[config.mk]
export PLATFORM = sky130hd
export DESIGN_NAME = rgb_frame_scheduler
export DESIGN_NICKNAME = d
export VERILOG_FILES = /design/src/rtl/rgb_matrix_pkg.sv /design/src/rtl/pwm_tick_gen.sv /design/src/rtl/rgb_frame_scheduler.sv
export SDC_FILE = /design/constraint.sdc
export NUM_CORES = 1
export LEC_CHECK = 0
export CAP_MARGIN = 20
export CELL_PAD_IN_SITES_DETAIL_PLACEMENT = 1
export CELL_PAD_IN_SITES_GLOBAL_PLACEMENT = 2
export CORE_UTILIZATION = 25
export CTS_CLUSTER_DIAMETER = 120
export CTS_CLUSTER_SIZE = 16
export DETAILED_ROUTE_END_ITERATION = 8
export GPL_TIMING_DRIVEN = 0
export PLACE_DENSITY_LB_ADDON = 0.2
export SYNTH_ARGS = -nofsm -noshare
export SYNTH_HDL_FRONTEND = slang
export SYNTH_SLANG_ARGS = --single-unit
[constraint.sdc]
create_clock -name clk -period 3.7 [get_ports clk]
set_input_delay 0.37 -clock clk [delete_from_list [all_inputs] [get_ports clk]]
set_output_delay 0.37 -clock clk [all_outputs]
set_load 0.02 [all_outputs]
[src/rtl/rgb_matrix_pkg.sv]
// rtl/rgb_matrix_pkg.sv - shared constants for the 25-LED RGB matrix blocks
package rgb_matrix_pkg;

  localparam int NUM_LEDS   = 25;
  localparam int LED_ADDR_W = 5;
  localparam int NUM_CHANS  = 3;

  localparam logic [1:0] CH_R = 2'd0;
  localparam logic [1:0] CH_G = 2'd1;
  localparam logic [1:0] CH_B = 2'd2;

  localparam logic [0:0] SWAP_IDLE    = 1'b0;
  localparam logic [0:0] SWAP_PENDING = 1'b1;

  // A write target exists only for LEDs 0..24 and channels R/G/B.
  function automatic logic wr_target_valid(input logic [LED_ADDR_W-1:0] addr,
                                           input logic [1:0] chan);
    return (addr < LED_ADDR_W'(NUM_LEDS)) && (chan <= CH_B);
  endfunction

endpackage

[src/rtl/pwm_tick_gen.sv]
// rtl/pwm_tick_gen.sv - prescaler plus shared PWM counter with period marker
module pwm_tick_gen #(
  parameter int DEPTH    = 4,
  parameter int PRESCALE = 1024
) (
  input  logic             clk,
  input  logic             rst,
  output logic             tick,
  output logic [DEPTH-1:0] pwm_cnt,
  output logic             period_end
);

  localparam int PS_W = (PRESCALE > 1) ? $clog2(PRESCALE) : 1;
  localparam logic [PS_W-1:0]  PS_LAST  = PS_W'(PRESCALE - 1);
  // Counting stops one short of full scale so the top level is always on.
  localparam logic [DEPTH-1:0] CNT_LAST = DEPTH'((1 << DEPTH) - 2);

  logic [PS_W-1:0] pre_cnt;

  assign tick       = (pre_cnt == PS_LAST);
  assign period_end = tick && (pwm_cnt == CNT_LAST);

  always_ff @(posedge clk) begin
    if (rst) begin
      pre_cnt <= '0;
    end else if (tick) begin
      pre_cnt <= '0;
    end else begin
      pre_cnt <= pre_cnt + PS_W'(1);
    end
  end

  always_ff @(posedge clk) begin
    if (rst) begin
      pwm_cnt <= '0;
    end else if (tick) begin
      if (pwm_cnt == CNT_LAST) begin
        pwm_cnt <= '0;
      end else begin
        pwm_cnt <= pwm_cnt + DEPTH'(1);
      end
    end
  end

endmodule

[src/rtl/rgb_frame_scheduler.sv]
// rtl/rgb_frame_scheduler.sv - double-buffered RGB frame store driving matrix PWM
module rgb_frame_scheduler
  import rgb_matrix_pkg::*;
#(
  parameter int DEPTH    = 4,
  parameter int PRESCALE = 1024
) (
  input  logic                  clk,
  input  logic                  rst,
  input  logic                  wr_en,
  input  logic [LED_ADDR_W-1:0] wr_addr,
  input  logic [1:0]            wr_chan,
  input  logic [DEPTH-1:0]      wr_data,
  output logic                  wr_err,
  input  logic                  swap_req,
  output logic                  swap_pending,
  output logic                  swap_done,
  input  logic                  blank,
  output logic                  period_start,
  output logic [NUM_LEDS-1:0]   R,
  output logic [NUM_LEDS-1:0]   G,
  output logic [NUM_LEDS-1:0]   B
);

  logic             tick;
  logic [DEPTH-1:0] pwm_cnt;
  logic             period_end;

  logic [DEPTH-1:0] shadow [NUM_LEDS][NUM_CHANS];
  logic [DEPTH-1:0] active [NUM_LEDS][NUM_CHANS];

  logic [0:0] swap_state;
  logic       wr_ok;
  logic       commit;

  pwm_tick_gen #(
    .DEPTH    (DEPTH),
    .PRESCALE (PRESCALE)
  ) u_tick_gen (
    .clk        (clk),
    .rst        (rst),
    .tick       (tick),
    .pwm_cnt    (pwm_cnt),
    .period_end (period_end)
  );

  assign wr_ok        = wr_en && wr_target_valid(wr_addr, wr_chan);
  assign swap_pending = (swap_state == SWAP_PENDING);
  assign commit       = swap_pending && period_end;

  always_ff @(posedge clk) begin
    if (rst) begin
      for (int i = 0; i < NUM_LEDS; i++) begin
        for (int c = 0; c < NUM_CHANS; c++) begin
          shadow[i][c] <= '0;
        end
      end
    end else if (wr_ok) begin
      shadow[wr_addr][wr_chan] <= wr_data;
    end
  end

  // The copy samples shadow before any same-edge write lands.
  always_ff @(posedge clk) begin
    if (rst) begin
      for (int i = 0; i < NUM_LEDS; i++) begin
        for (int c = 0; c < NUM_CHANS; c++) begin
          active[i][c] <= '0;
        end
      end
    end else if (commit) begin
      active <= shadow;
    end
  end

  always_ff @(posedge clk) begin
    if (rst) begin
      swap_state <= SWAP_IDLE;
      swap_done  <= 1'b0;
    end else begin
      swap_done <= commit;
      case (swap_state)
        SWAP_IDLE:    if (swap_req) swap_state <= SWAP_PENDING;
        SWAP_PENDING: if (period_end) swap_state <= SWAP_IDLE;
        default:      swap_state <= SWAP_IDLE;
      endcase
    end
  end

  always_ff @(posedge clk) begin
    if (rst) begin
      wr_err       <= 1'b0;
      period_start <= 1'b0;
    end else begin
      wr_err       <= wr_en && !wr_ok;
      period_start <= period_end;
    end
  end

  always_ff @(posedge clk) begin
    if (rst) begin
      R <= '0;
      G <= '0;
      B <= '0;
    end else begin
      for (int i = 0; i < NUM_LEDS; i++) begin
        R[i] <= !blank && (active[i][CH_R] > pwm_cnt);
        G[i] <= !blank && (active[i][CH_G] > pwm_cnt);
        B[i] <= !blank && (active[i][CH_B] > pwm_cnt);
      end
    end
  end

endmodule
Yosys cells after proc, flatten, opt, wreduce, memory -nomap -nowiden
Cells that the tools add are included.

storage, ports and cells
  flip-flop bits (word level) = 693
  input port bits = 16
  output and inout bits = 79
  word-level logic and storage cells = 341

cells by class
  add/sub/neg operators = 2
  magnitude comparators = 81
  equal/unequal tests = 2
  mux-type cells = 9
  bitwise operators = 3
  reductions and logical operators = 85

operators with widths
  kind                                                                           number
  300-bit bitwise mux                                                            1
  4-bit > comparator                                                             75
  1-bit logical AND                                                              82
  12-bit demux with 5-bit select                                                 1
  12-bit two-way mux                                                             1
  10-bit by 1-bit adder with 10-bit output (second input constant)               1
  10-bit == test (second input constant)                                         1
  4-bit demux with 2-bit select                                                  1
  4-bit two-way mux                                                              2
  6-bit greater-or-equal comparator (second input constant)                      1
  6-bit by 1-bit less-than comparator with 1-bit output (second input constant)  1
  5-bit NOT with 6-bit output                                                    1
  5-bit less-than comparator (second input constant)                             1
  4-bit by 1-bit adder with 4-bit output (second input constant)                 1
  4-bit == test (second input constant)                                          1
  3-bit greater-or-equal comparator (second input constant)                      1
  3-bit by 1-bit less-than comparator with 1-bit output (second input constant)  1
  2-bit NOT with 3-bit output                                                    1
  2-bit <= comparator (second input constant)                                    1
  1-bit zero test                                                                2
  1-bit two-way mux                                                              2
  1-bit case mux with 2 select lines                                             1
  2-bit OR reduction                                                             1
  1-bit NOT                                                                      1

Logic depth before layout (Yosys ltp)
  depth in word-level cells = 8
  mapped depth = 7
  gate-level depth less buffers = 5

Modules after synthesis
From an unflattened synthesis, not the netlist that was laid out.

unflattened totals
  cells, all modules = 2737
  area total of the unflattened synthesis = 29607.1 um^2

modules (own cells, without submodules)
  module               times used  cells an instance  area each (um^2)  sequential area each (um^2)
  rgb_frame_scheduler  1           2667               28981.5           13593.0
  pwm_tick_gen         1           70                 625.6             280.3

Worst setup path before layout
OpenSTA, ideal clock, no wires.

  path kind = reg-to-reg
  start point = register u_tick_gen.pwm_cnt[0]
  end point = register active[274] (netlist name)
  setup time = 0.120 ns
  arrival = 2.802 ns
  required time = 3.580 ns
  path slack = 0.779 ns
  cell stages (with the launch flop) = 7
  path buffers = 3
  clock period less this slack = 2.921 ns
  path through = dfxtp_1 -> clkbuf_1 -> nand4b_1 -> nor4_4 -> buf_4 -> buf_6 -> mux2i_1

on the way
  longest elaborated chain between the ends = 3

ends and longest elaborated chain
  what                    line                       text
  start, declared         pwm_tick_gen.sv:9          output logic [DEPTH-1:0] pwm_cnt,
  start signal, assigned  pwm_tick_gen.sv:40         pwm_cnt <= pwm_cnt + DEPTH'(1);
  4-bit == test           pwm_tick_gen.sv:21         assign period_end = tick && (pwm_cnt == CNT_LAST);
  1-bit logical AND       pwm_tick_gen.sv:21
  1-bit logical AND       rgb_frame_scheduler.sv:49  assign commit = swap_pending && period_end;
  end signal, assigned    rgb_frame_scheduler.sv:72  active <= shadow;
  end, declared           rgb_frame_scheduler.sv:30  logic [DEPTH-1:0] active [NUM_LEDS][NUM_CHANS];

No other way between the ends.
A chain may end at the register's enable or synchronous reset.

Final worst setup path
  start point = input port wr_chan[1]
  end point = register shadow[109] (netlist name)

on the way
  longest elaborated chain between the ends = 8
  elaborated cells between the ends (all ways) = 12
  classes of those cells = order compare: 3; mux: 5; bitwise: 1; reduce/logical: 3

ends and longest elaborated chain
  what                                                                                                                                     line                       text
  start, declared                                                                                                                          rgb_frame_scheduler.sv:12  input logic [1:0] wr_chan,
  2-bit NOT with 3-bit output (not written as such)                                                                                        rgb_frame_scheduler.sv:59  shadow[wr_addr][wr_chan] <= wr_data;
  3-bit greater-or-equal comparator (not written as such) / 3-bit by 1-bit less-than comparator with 1-bit output (equally long branches)  rgb_frame_scheduler.sv:59
  1-bit logical AND (not written as such)                                                                                                  rgb_frame_scheduler.sv:59
  4-bit two-way mux (not written as such)                                                                                                  rgb_frame_scheduler.sv:59
  4-bit demux with 2-bit select                                                                                                            rgb_frame_scheduler.sv:59
  12-bit two-way mux (not written as such)                                                                                                 rgb_frame_scheduler.sv:59
  12-bit demux with 5-bit select                                                                                                           rgb_frame_scheduler.sv:59
  300-bit bitwise mux                                                                                                                      rgb_frame_scheduler.sv:59
  end signal, assigned by index                                                                                                            rgb_frame_scheduler.sv:59
  end, declared                                                                                                                            rgb_frame_scheduler.sv:29  logic [DEPTH-1:0] shadow [NUM_LEDS][NUM_CHANS];

Several ways; a longest one is shown, not always the timed one.

==> results.yml <==
timing:
  hold_viol_final: 0
  drv_slew: 0
  finalClockSkew_ns: 0.0367
  slew_headroom: 0.186
  worst_pin_slew_ns: 1.21
  rsz0062_at_grt: "no"
  final.min_clock_period_ns: 2.86
  finalCritPeriodShare: 0.773
  worst_slack_ns: 0.841
  fin_setup_tns_ns: 0
  fmax_ghz: 0.350
  setup_violations: 0
floorplanning:
  die_w_um: 363
  core_um2: 129000
  start_util: 0.252
  die_h_um: 363
  rows: 132
  die-area_um2: 132000
  pin_count: 95
synthesis:
  synth_flop_cell: "dfxtp_1"
  yosysWarnings: 0
  synth_area_leaders: "dfxtp_1 43%, ha_1 12%, mux2i_1 9.3%, nand2_1 7.2%, a21oi_1 6.1%"
  ys_types: 52
  yosysMostFrequentCell: "dfxtp_1"
  syn-num-nets: 4059
  synthArstFlopShare: 0
  netlist_instances: 3742
  synth_area_um2: 32600
  ys_ff_latch: 693
  synth_area_leader_cell: "dfxtp_1"
  synth_commonest_cells: "693 x dfxtp_1, 628 x nand2_1, 399 x a21oi_1"
  synth-edff-count: 0
  seq_area_frac_synth: 0.425
  yosys.area.top_type_share: 0.425
  avgSynthCellArea_um2: 8.72
clocking:
  clockBufferDepth: 3
  cts_tree: "done"
  root_buffer: "clkbuf_16"
  clkSinkCount: 693
  cts_hold_buffers: 0
  cts_buffers: 51
  cts_setup_buffers: 0
  cts_max_level: 2
  cts_resized: 0
  clkLatencyLatePin_ns: 0.68
  clk_pin_slew_ns: 0.08
setup_path:
  crit_top_cell: "clkbuf_1"
  crit_path_end_kind: "flop"
  path_cells: "clkdlybuf4s50_1, clkbuf_1, nand4bb_1, clkbuf_1, clkbuf_1, o21ai_0, a21oi_1"
  slowest_stage: "clkbuf_1"
  r2r-start: "u_tick_gen.pwm_cnt[0]"
  reg2reg_depth: 6
  critical_path_class: "in2reg"
  cp-endpoint: "shadow[109]"
  worstPathRequired_ns: 4.28
  r2r-end: "active[282]"
  cp_max_fo: 10
  cp-start-kind: "primary input"
  startpoint: "wr_chan[1]"
  arrival_ns: 3.44
  cpPeakStageDelay_ns: 0.84
  reg2reg_slack_ns: 1.16
drt:
  drc: 0
  routed_wl_mm: 123
  via_per_inst: 4.81
  ant_nets: 0
  drtPass1Iterations: 5
  routed.top_layer: "met5"
  dr_wl_met3_mm: 4.33
  wl_met2_mm: 55.6
  wl_per_cell_um: 21.7
  vias: 27156
  initialDrtViolationCount: 1329
  wirelength_met1_mm: 59.3
hold_path:
  hold_path.class: "in2reg"
placement:
  portBuffers: 89
  gp_routability_congestion: 0.779
  dpl.hpwl_mm: 87.7
  dp_cells: 5587
  place_worst_setup_slack_ns: 0.196
power_and_ir_drop:
  total_power_mw: 13.7
  cellPowerDensity_nw_per_um2: 367
  ir_worst_vdd_uv: 344
  p_leak_nw: 13.1
cells_and_area:
  multi_input_area_um2: 16600
  regArea_um2: 13900
  syn_to_final_growth_pct: 14.7
  nets: 4215
  final_cells: 5649
  layout-drive-gt1-share: 0.0592
  fillCellCount: 15220
  utilization: 0.289
grt:
  grt_max_degree: 59
  grt_pass1_wl_mm: 183
  grt_pass1_vias: 28201
  antenna_found_initial: 7
  grt_overflow_total: 0
  grt_util_all_layers: 0.184
run_status:
  status: "finished, final reports clean"
job:
  max_cap_violations: 0
==> worst max-delay path, delay by kind of cell <==
family,cells,cell delay (ns)
AO/OA/AOI/OAI,2,0.40
buffers and inverters,4,2.48
AND/OR/NAND/NOR,1,0.18
==> registers in the layout, indices dropped and copies added (netlist names), 4 cells and up <==
name	flops
G	25
u_tick_gen.pwm_cnt	4
R	25
shadow	300
active	300
B	25
u_tick_gen.pre_cnt	10
==> layout make-up <==
class                      instances  share of cell area
antenna                            3            0.000201
inverter                         190              0.0195
clock inverter                     4             0.00147
timing repair buffer             103              0.0314
multi-input combinational       2549               0.443
tap                             1742              0.0582
clock buffer                      55              0.0359
sequential                       693               0.371
buffer                           310              0.0392
==> power breakdown <==
| group | total, mW | internal, mW | switching, mW | leakage, nW |
|---|---|---|---|---|
| combinational | 0.676 | 0.117 | 0.559 | 6.87 |
| sequential | 7.47 | 7.46 | 0.00875 | 5.58 |
| clock | 5.58 | 2.58 | 2.99 | 0.687 |
==> metal layers <==
metal  vias to the layer above  GRT usage
li1                      13368          -
met1                     13339      0.250
met2                       326      0.300
met3                       121     0.0285
met4                         2     0.0508
met5                         -          0
==> per-stage QoR <==
stage | cell area [um^2] | hold slack, ns
after floorplan | 32600 | 0.435
after global placement | 35700 | 0.446
after detailed placement | 36000 | 0.450
after CTS | 37400 | 0.118
after global routing | 37400 | 0.165
final | 37400 | 0.165
==> cells in the final DEF, fill, tap and decap left out, drive strengths merged, types with 2 or more instances in the layout <==
cell type and instances:
nor2b 21, or3 3, o22ai 54, nor4bb 6, nand4 25, o211ai 21
buf 121, nor2 7, diode 3, nor3 6, clkdlybuf4s50 89, clkinv 3
nand2 628, dfxtp 693, nand4b 7, ha 301, mux2i 302, nand4bb 9
and3 2, or4b 6, nor4b 5, nor4 5, and4bb 3, o221a 55
xnor2 2, a21oi 399, a32o 2, o21ai 303, or4 3, inv 191
clkbuf 258, and4b 6, nand3 358
==> how the worst min path moves through the flow <==
stage                startpoint     endpoint  cells past startpoint  slack (ns)
floorplan             shadow[0]    active[0]                      2        0.43
global placement    active[112]  active[112]                      2        0.45
detailed placement   active[24]   active[24]                      2        0.45
CTS                  wr_data[3]   shadow[87]                      3        0.12
global route         wr_data[3]   shadow[51]                      3        0.17
finish               wr_data[3]   shadow[75]                      3        0.17
==> kinds of logic (layout without fill, tap and decap cells) <==
kind of cell	Yosys count	in the layout	share of synthesized area
buf+inv	500	662	0.0666
xor+xnor	3	3	0.000805
mux	302	302	0.0926
fa+ha+maj	301	301	0.115
simple gates	1103	1103	0.156
flops	693	693	0.425
other cells	0	3	0
compound gates	840	840	0.144
(Power assumes the default switching activity.)
